==> config.mk <==
export PLATFORM = sky130hd
export DESIGN_NAME = event_profiler_array
export DESIGN_NICKNAME = d
export VERILOG_FILES = /design/src/rtl/profiler_pkg.sv /design/src/rtl/profiler_channel.sv /design/src/rtl/event_profiler_array.sv
export SDC_FILE = /design/constraint.sdc
export NUM_CORES = 1
export LEC_CHECK = 0
export ABC_AREA = 1
export BUFFER_PORTS_ARGS = -buffer_cell sky130_fd_sc_hd__buf_2
export CORE_UTILIZATION = 40
export CTS_CLUSTER_SIZE = 16
export DETAILED_ROUTE_END_ITERATION = 10
export GPL_ROUTABILITY_DRIVEN = 1
export PLACE_DENSITY = 0.57
export SYNTH_ARGS = -nofsm -noshare
export SYNTH_HDL_FRONTEND = slang
export SYNTH_SLANG_ARGS = --single-unit
==> constraint.sdc <==
create_clock -name clk -period 2.85 [get_ports clk]
set_input_delay 0.855 -clock clk [delete_from_list [all_inputs] [get_ports clk]]
set_output_delay 0.855 -clock clk [all_outputs]
set_load 0.01 [all_outputs]
==> src/rtl/profiler_pkg.sv <==
// Shared types and constants for the event profiler array.
// Optional build macro PROFILER_SATURATE_EN (saturating counters) is consumed by profiler_channel.
package profiler_pkg;

    typedef enum logic {MODE_EDGE = 1'b0, MODE_LEVEL = 1'b1} prof_mode_t;

    localparam int CLOCK_FREQ = 100_000_000;
    localparam int SNAP_CNT_W = 16;

endpackage

==> src/rtl/profiler_channel.sv <==
// One profiler channel: counts probe rising edges (EDGE) or high cycles (LEVEL), sticky overflow.
// Build macro PROFILER_SATURATE_EN: counter saturates at all-ones instead of wrapping.
module profiler_channel #(
    parameter int CNT_W = 32
) (
    input  logic             clk,
    input  logic             rst,
    input  logic             enable,
    input  logic             probe,
    input  logic             mode,
    output logic [CNT_W-1:0] cnt,
    output logic             overflow
);
    import profiler_pkg::*;

    logic probe_prev;
    logic hit;
    logic at_max;

    assign at_max = (cnt == {CNT_W{1'b1}});
    assign hit    = (prof_mode_t'(mode) == MODE_LEVEL) ? probe : (probe & ~probe_prev);

    always_ff @(posedge clk or negedge rst) begin
        if (!rst) begin
            cnt        <= '0;
            probe_prev <= 1'b0;
            overflow   <= 1'b0;
        end else if (!enable) begin
            cnt        <= '0;
            probe_prev <= 1'b0;
            overflow   <= 1'b0;
        end else begin
            probe_prev <= probe;
            if (hit) begin
                // Flag fires on the increment that wraps, or on the first one blocked at max.
                if (at_max) begin
                    overflow <= 1'b1;
                end
`ifdef PROFILER_SATURATE_EN
                if (!at_max) begin
                    cnt <= cnt + CNT_W'(1);
                end
`else
                cnt <= cnt + CNT_W'(1);
`endif
            end
        end
    end

endmodule

==> src/rtl/event_profiler_array.sv <==
// N-channel event profiler: free-running per-channel counters, periodic or requested coherent snapshots.
// Build macro PROFILER_SATURATE_EN selects saturating rather than wrapping counters.
module event_profiler_array #(
    parameter int NUM_CH          = 8,
    parameter int CNT_W           = 32,
    parameter int CLOCK_FREQ      = profiler_pkg::CLOCK_FREQ,
    parameter int SNAPSHOT_PERIOD = 2 * CLOCK_FREQ
) (
    input  logic                                clk,
    input  logic                                rst,
    input  logic                                enable,
    input  logic [NUM_CH-1:0]                   probe,
    input  logic [NUM_CH-1:0]                   ch_mode,
    input  logic                                snap_req,
    output logic [NUM_CH*CNT_W-1:0]             snap_data,
    output logic                                snap_valid,
    output logic [profiler_pkg::SNAP_CNT_W-1:0] snap_count,
    output logic [NUM_CH-1:0]                   overflow
);
    import profiler_pkg::*;

    localparam int TW = (SNAPSHOT_PERIOD > 1) ? $clog2(SNAPSHOT_PERIOD) : 1;
    localparam logic [TW-1:0] T_LAST = TW'(SNAPSHOT_PERIOD - 1);

    logic [TW-1:0]           timer;
    logic [NUM_CH*CNT_W-1:0] cnt_all;
    logic                    fire;

    for (genvar k = 0; k < NUM_CH; k++) begin : g_ch
        profiler_channel #(
            .CNT_W(CNT_W)
        ) u_ch (
            .clk     (clk),
            .rst     (rst),
            .enable  (enable),
            .probe   (probe[k]),
            .mode    (ch_mode[k]),
            .cnt     (cnt_all[k*CNT_W +: CNT_W]),
            .overflow(overflow[k])
        );
    end

    // A request coinciding with the timer terminal count still yields a single snapshot.
    assign fire = enable & ((timer == T_LAST) | snap_req);

    always_ff @(posedge clk or negedge rst) begin
        if (!rst) begin
            timer      <= '0;
            snap_data  <= '0;
            snap_valid <= 1'b0;
            snap_count <= '0;
        end else if (!enable) begin
            timer      <= '0;
            snap_valid <= 1'b0;
        end else begin
            snap_valid <= fire;
            if (fire) begin
                // Counter outputs are registered, so this captures the pre-increment values.
                timer      <= '0;
                snap_data  <= cnt_all;
                snap_count <= snap_count + SNAP_CNT_W'(1);
            end else begin
                timer <= timer + TW'(1);
            end
        end
    end

endmodule
==> results of run 1 <==
[where the power goes]
group | total, W | switching [W] | internal [W]
combinational | 0.000923 | 0.000670 | 0.000253
sequential | 0.00833 | 0.000102 | 0.00823
clock | 0.00949 | 0.00355 | 0.00593
total | 0.0187 | 0.00433 | 0.0144
[critical path: stages, from the launching register on]
cell and delay (ns):
dfrtp_1 0.44, ha_1 0.27, nand3_2 0.13, inv_2 0.06, nand2_2 0.10, nor2_2 0.04, nand2_1 0.17, nand2_8 0.10
nand2_4 0.23, buf_4 0.43, nand2_1 0.10, nand2_1 0.08
[kinds of logic (layout without fill, tap and decap cells)]
family / count (synthesis) / count (layout) / share of synthesized area, %
simple gates: 2502 / 2502 / 37.1
flops: 573 / 573 / 49.5
buf+inv: 497 / 842 / 7.44
compound gates: 259 / 259 / 4.54
xor+xnor: 31 / 31 / 0.938
fa+ha+maj: 10 / 10 / 0.432
other cells: 0 / 1 / 0
[routing by layer]
metal,global-route usage (%),share of wire (%),wire [um],up-vias
met5,0,0,0,-
met4,5.78,2.1,1700,0
met2,35.1,46,36700,499
li1,-,-,-,12900
met1,31.0,48,38600,11900
met3,3.53,4.1,3330,118
[cell usage in the layout, fill, tap and decap left out, types with 8 or more instances in the layout]
cell	count
xor2_1	23
nor3_1	66
nand4_1	71
nand3_1	362
o21ai_0	120
nand3_2	81
buf_2	298
ha_1	10
clkbuf_1	13
xnor2_1	8
clkbuf_16	71
clkbuf_8	14
nor3b_1	20
nand2_1	1253
nor2_1	630
a21oi_1	131
dfrtp_1	573
inv_1	361
bufinv_16	11
buf_12	22
buf_4	35
[per-stage QoR]
step	cell area (um^2)	setup WS, ns	instances	power (W)
floorplan	28900	0.821	3872	0.00896
global placement	31600	0.461	5045	0.00942
detailed placement	31600	0.468	5045	0.00943
CTS	34000	0.565	5167	0.0191
global route	34000	0.386	5168	0.0194
finish	34000	0.608	5168	0.0187
[worst paths after layout]
path | start | endpoint | slack [ns]
max | timer[0] | snap_count[0] | 0.61
min | rst | snap_data[20] | 0.14
max reg2reg | timer[0] | snap_count[0] | 0.61
min reg2reg | snap_data[15] | snap_data[15] | 0.46
max in group asynchronous | rst | snap_data[135] | 1.88
min in group clk | probe[4] | g_ch[4].u_ch.probe_prev | 0.46
[state kept, by name, summed over array words and instances, names as in the netlist]
signal	count
g_ch.u_ch.probe_prev	8
snap_data	256
g_ch.u_ch.overflow	8
snap_count	16
g_ch.u_ch.cnt	256
snap_valid	1
timer	28
[area by class of cell]
cell class	count	area [um^2]
sequential	573	14300
tap	950	1190
fill	7235	37600
clock inverter	24	432
multi-input combinational	2802	12500
inverter	363	1360
antenna	1	2.50
timing repair buffer	357	2220
clock buffer	98	2020
==> results.py, run 1 <==
metrics = {
    "sta": {
        "fin_crit_ns": 2.24,
        "hold_viol": 0,
        "fin_skew_ns": 0.0195,
        "rsz0062_at_grt": "no",
        "worstMarginPinSlew_ns": 0.918,
        "slew_violations": 0,
        "fmax_mhz": 446,
        "whs_ns": 0.140,
        "relSlewSlack_pct": 38.7,
        "finalCritPeriodShare_pct": 78.7,
        "finalSetupTns_ns": 0,
        "setup_violations": 0,
    },
    "synth": {
        "synth_area_mm2": 0.0289,
        "ys_seq_elements": 573,
        "syn_inst": 3872,
        "post-synth-top-count-cell": "nand2_1",
        "ys_async_sr_fraction_pct": 100,
        "ys_top_cells_by_count": "nand2_1 (1254), nor2_1 (630), dfrtp_1 (573)",
        "synthFlopType": "dfrtp_1",
        "synthTopCellsByArea": "dfrtp_1 (50%), nand2_1 (16%), nor2_1 (8.2%)",
        "ys_types": 32,
        "synth_top_area_share_pct": 49.5,
        "ys_seq_area_share_pct": 49.5,
        "synth_fp_nets": 3902,
        "synth_edf_count": 0,
        "yosys_warnings": 0,
        "synth.avg_cell_area_um2": 7.48,
        "yosysTopAreaCell": "dfrtp_1",
    },
    "placed_design": {
        "dp_hpwl_um": 56700,
        "io_buffers": 300,
        "place_congestion": 0.885,
    },
    "worst_setup_path": {
        "worstSetupStartpointType": "register",
        "end_kind": "register",
        "crit_fanout": 37,
        "worst-setup-path-type": "reg2reg",
        "crit_arrival_ns": 2.77,
        "rr_worst_depth": 11,
        "required_ns": 3.38,
    },
    "clocking": {
        "root_buffer": "clkbuf_16",
        "insertion_delay_ns": 0.60,
        "numCtsBuffers": 69,
        "tritoncts": "yes",
        "clockBufferDepth": 3,
        "cts_max_level": 3,
        "clk_pin_slew_ns": 0.06,
        "postCtsSetupBuffers": 0,
        "ctsResizeCount": 0,
        "hold_buffers": 0,
        "clkSinkCount": 573,
    },
    "layout": {
        "drive_gt1_share_pct": 13.2,
        "final_core_util_pct": 47.5,
        "area_delta_synth_final_pct": 17.6,
        "nets": 4196,
    },
    "global_route": {
        "grt_pass1_wl_um": 132000,
        "antenna_found_initial": 1,
        "grtUsageTotal_pct": 22.0,
        "overflow": 0,
        "grt_pass1_vias": 24200,
        "grt_max_degree": 143,
    },
    "die": {
        "io_pins": 301,
        "std_cell_rows": 98,
        "die_h_um": 271,
        "initial_utilization_pct": 40.4,
        "chipWidth_um": 271,
        "die_area_mm2": 0.0735,
        "core_area_mm2": 0.0716,
    },
    "pwr": {
        "ir_drop_v": 0.000448,
        "p_per_area_mw_per_mm2": 551,
        "leakage_nw": 17.5,
    },
    "drt": {
        "vias_per_cell": 4.91,
        "drt_first_pass_iters": 5,
        "drt-initial-drc-count": 1706,
        "routed_wl_um": 80300,
        "routedWlPerCell_um": 15.5,
        "drc": 0,
        "vias": 25400,
        "antenna_left": 0,
    },
    "run_status": {
        "outcome": "finished, final reports clean",
    },
    "flow_run": {
        "drv_cap": 0,
    },
    "hold_path": {
        "hold_path.class": "in2async",
    },
}
(Power assumes the default switching activity.)
==> inputs of run 2 (changes only) <==
- PLACE_DENSITY: 0.57 -> 0.59
- clock period: 2.85 -> 1.8 ns (I/O delays scaled with it)
==> run 2 against run 1 <==
  * Via count increased by 3.8%
  * Clock power increased by 53%
  * Sequential share of layout area fell by 2.6 points
  * Combinational power rose by 100%
  * Wire length is 5.3% higher
  * Critical path depth is 1 higher
  * First-iteration DRC count is 5.9% higher
  * Sequential power is 58% higher
  * Setup slack worse by 0.59 ns
  * Global-route usage rose by 0.51 points
  * Critical path type unchanged
  * Largest power group unchanged
==> results.py, run 2 (synthesis gave the netlist of run 1 again) <==
metrics = {
    "run_status": {
        "outcome": "finished, final reports clean",
    },
    "pwr": {
        "ir_drop_v": 0.000729,
        "p_per_area_mw_per_mm2": 814,
        "leakage_nw": 18.7,
    },
    "layout": {
        "regArea_mm2": 0.0144,
        "area_delta_synth_final_pct": 25.4,
        "layout_common_cells": "nand2_1 (1209), nor2_1 (614), dfrtp_1 (558)",
        "mostFrequentLayoutCell": "nand2_1",
        "drive_gt1_share_pct": 19.0,
        "fin_area_mm2": 0.0363,
        "nFillCells": 7051,
        "n_antenna_cell": 0,
        "nets": 4393,
        "reg.largest.list": "g_ch.u_ch.cnt x256, snap_data x256, timer x28",
        "multi_input_area_mm2": 0.0128,
    },
    "sta": {
        "finalSetupTns_ns": 0,
        "slew_violations": 0,
        "hold_viol": 0,
        "setup_violations": 0,
        "worstMarginPinSlew_ns": 0.427,
        "finalCritPeriodShare_pct": 98.8,
        "fin_skew_ns": 0.0252,
        "fin_crit_ns": 1.78,
        "fmax_mhz": 563,
        "rsz0062_at_grt": "yes",
        "relSlewSlack_pct": 71.3,
    },
    "worst_setup_path": {
        "crit_fanout": 36,
        "r2r_end": "snap_data[9]",
        "required_ns": 2.29,
        "rr_worst_depth": 12,
        "crit_arrival_ns": 2.27,
        "end_kind": "register",
        "r2r-start": "timer[0]",
        "worstSetupStartpointType": "register",
        "worst-setup-path-type": "reg2reg",
        "r2r_setup_slack_ns": 0.02,
    },
    "flow_run": {
        "drv_cap": 0,
    },
    "drt": {
        "drt_first_pass_iters": 5,
        "routedWlPerCell_um": 15.8,
        "drt-initial-drc-count": 1806,
        "antenna_left": 0,
        "drc": 0,
        "routed_wl_um": 84600,
        "vias": 26300,
        "vias_per_cell": 4.90,
    },
    "placed_design": {
        "place_area_mm2": 0.0332,
        "place_congestion": 0.931,
        "dp_hpwl_um": 60300,
        "io_buffers": 300,
    },
    "global_route": {
        "overflow": 0,
        "grt_max_degree": 72,
        "grtUsageTotal_pct": 22.5,
        "grt_pass1_vias": 25200,
        "grt_pass1_wl_um": 135000,
        "antenna_found_initial": 0,
    },
    "clocking": {
        "clkSinkCount": 573,
        "insertion_delay_ns": 0.60,
        "root_buffer": "clkbuf_16",
        "clockBufferDepth": 3,
        "numCtsBuffers": 69,
        "clk_pin_slew_ns": 0.06,
        "tritoncts": "yes",
        "cts_max_level": 3,
    },
    "die": {
        "chipWidth_um": 271,
        "die_h_um": 271,
        "std_cell_rows": 98,
        "initial_utilization_pct": 40.4,
        "io_pins": 301,
        "die_area_mm2": 0.0735,
        "core_area_mm2": 0.0716,
    },
    "hold_path": {
        "hold_end": "g_ch[6].u_ch.probe_prev",
        "hold_depth": 3,
        "min_from": "probe[6]",
        "hold_path.class": "in2reg",
    },
}
-- run 2: worst max path at each step --
stage / endpoint / start / cells past startpoint
finish: snap_data[9] / timer[0] / 12
global route: snap_data[119] / timer[20] / 11
CTS: snap_count[5] / snap_count[5] / 1
detailed placement: g_ch[4].u_ch.cnt[21] / ch_mode[4] / 11
global placement: g_ch[4].u_ch.cnt[21] / ch_mode[4] / 11
floorplan: g_ch[1].u_ch.cnt[28] / ch_mode[1] / 7
-- run 2: per-stage QoR --
step,util (%),setup WS [ns],instances,total power (W),hold WS (ns)
after floorplan,-,0.0863,3872,0.0142,0.244
after CTS,49.7,0.00335,5346,0.0298,0.107
after detailed placement,46.3,-0.101,5216,0.0152,0.409
final,50.7,0.0223,5370,0.0296,0.148
after global placement,46.3,-0.0908,5216,0.0151,0.413
after global routing,50.7,-0.109,5370,0.0307,0.131
-- run 2: cell type report --
cell class / instances / area share (%)
Tap cell: 950 / 3.27
Sequential cell: 573 / 39.5
Multi-Input combinational cell: 2802 / 35.1
Inverter: 363 / 3.75
Timing Repair Buffer: 554 / 11.8
Clock inverter: 25 / 0.806
Clock buffer: 103 / 5.73
-- run 2: per-layer routing --
layer / track usage, % / routed length (um)
met5: 0 / 0
met4: 6.30 / 2130
met3: 3.40 / 3290
met2: 36.1 / 39000
met1: 31.5 / 40200
-- run 2: worst max-delay path, cell delays in order (launching register included) --
cell	delay [ns]
dfrtp_1	0.35
ha_2	0.19
nand3_2	0.07
inv_2	0.07
nand2_2	0.06
nor2_4	0.11
nand2_4	0.08
nand2_8	0.13
nand2_8	0.10
buf_12	0.18
buf_12	0.18
nand2_1	0.08
nand2_1	0.04
-- run 2: where the power goes --
part           leakage, nW  internal, W  switching (W)
clock network         1.16      0.00876        0.00574
registers             7.94       0.0130       0.000156
logic                 9.62     0.000699        0.00119
-- run 2: repair_timing --
item | in CTS | in global routing
hold buffers | 1 | 0
pin swaps | 0 | 8
gates cloned | 1 | 11
resized for setup | 12 | 111
buffers inserted | 2 | 13
endpoints found under the hold margin | 11 | 0
endpoints found under the setup margin | 103 | 306
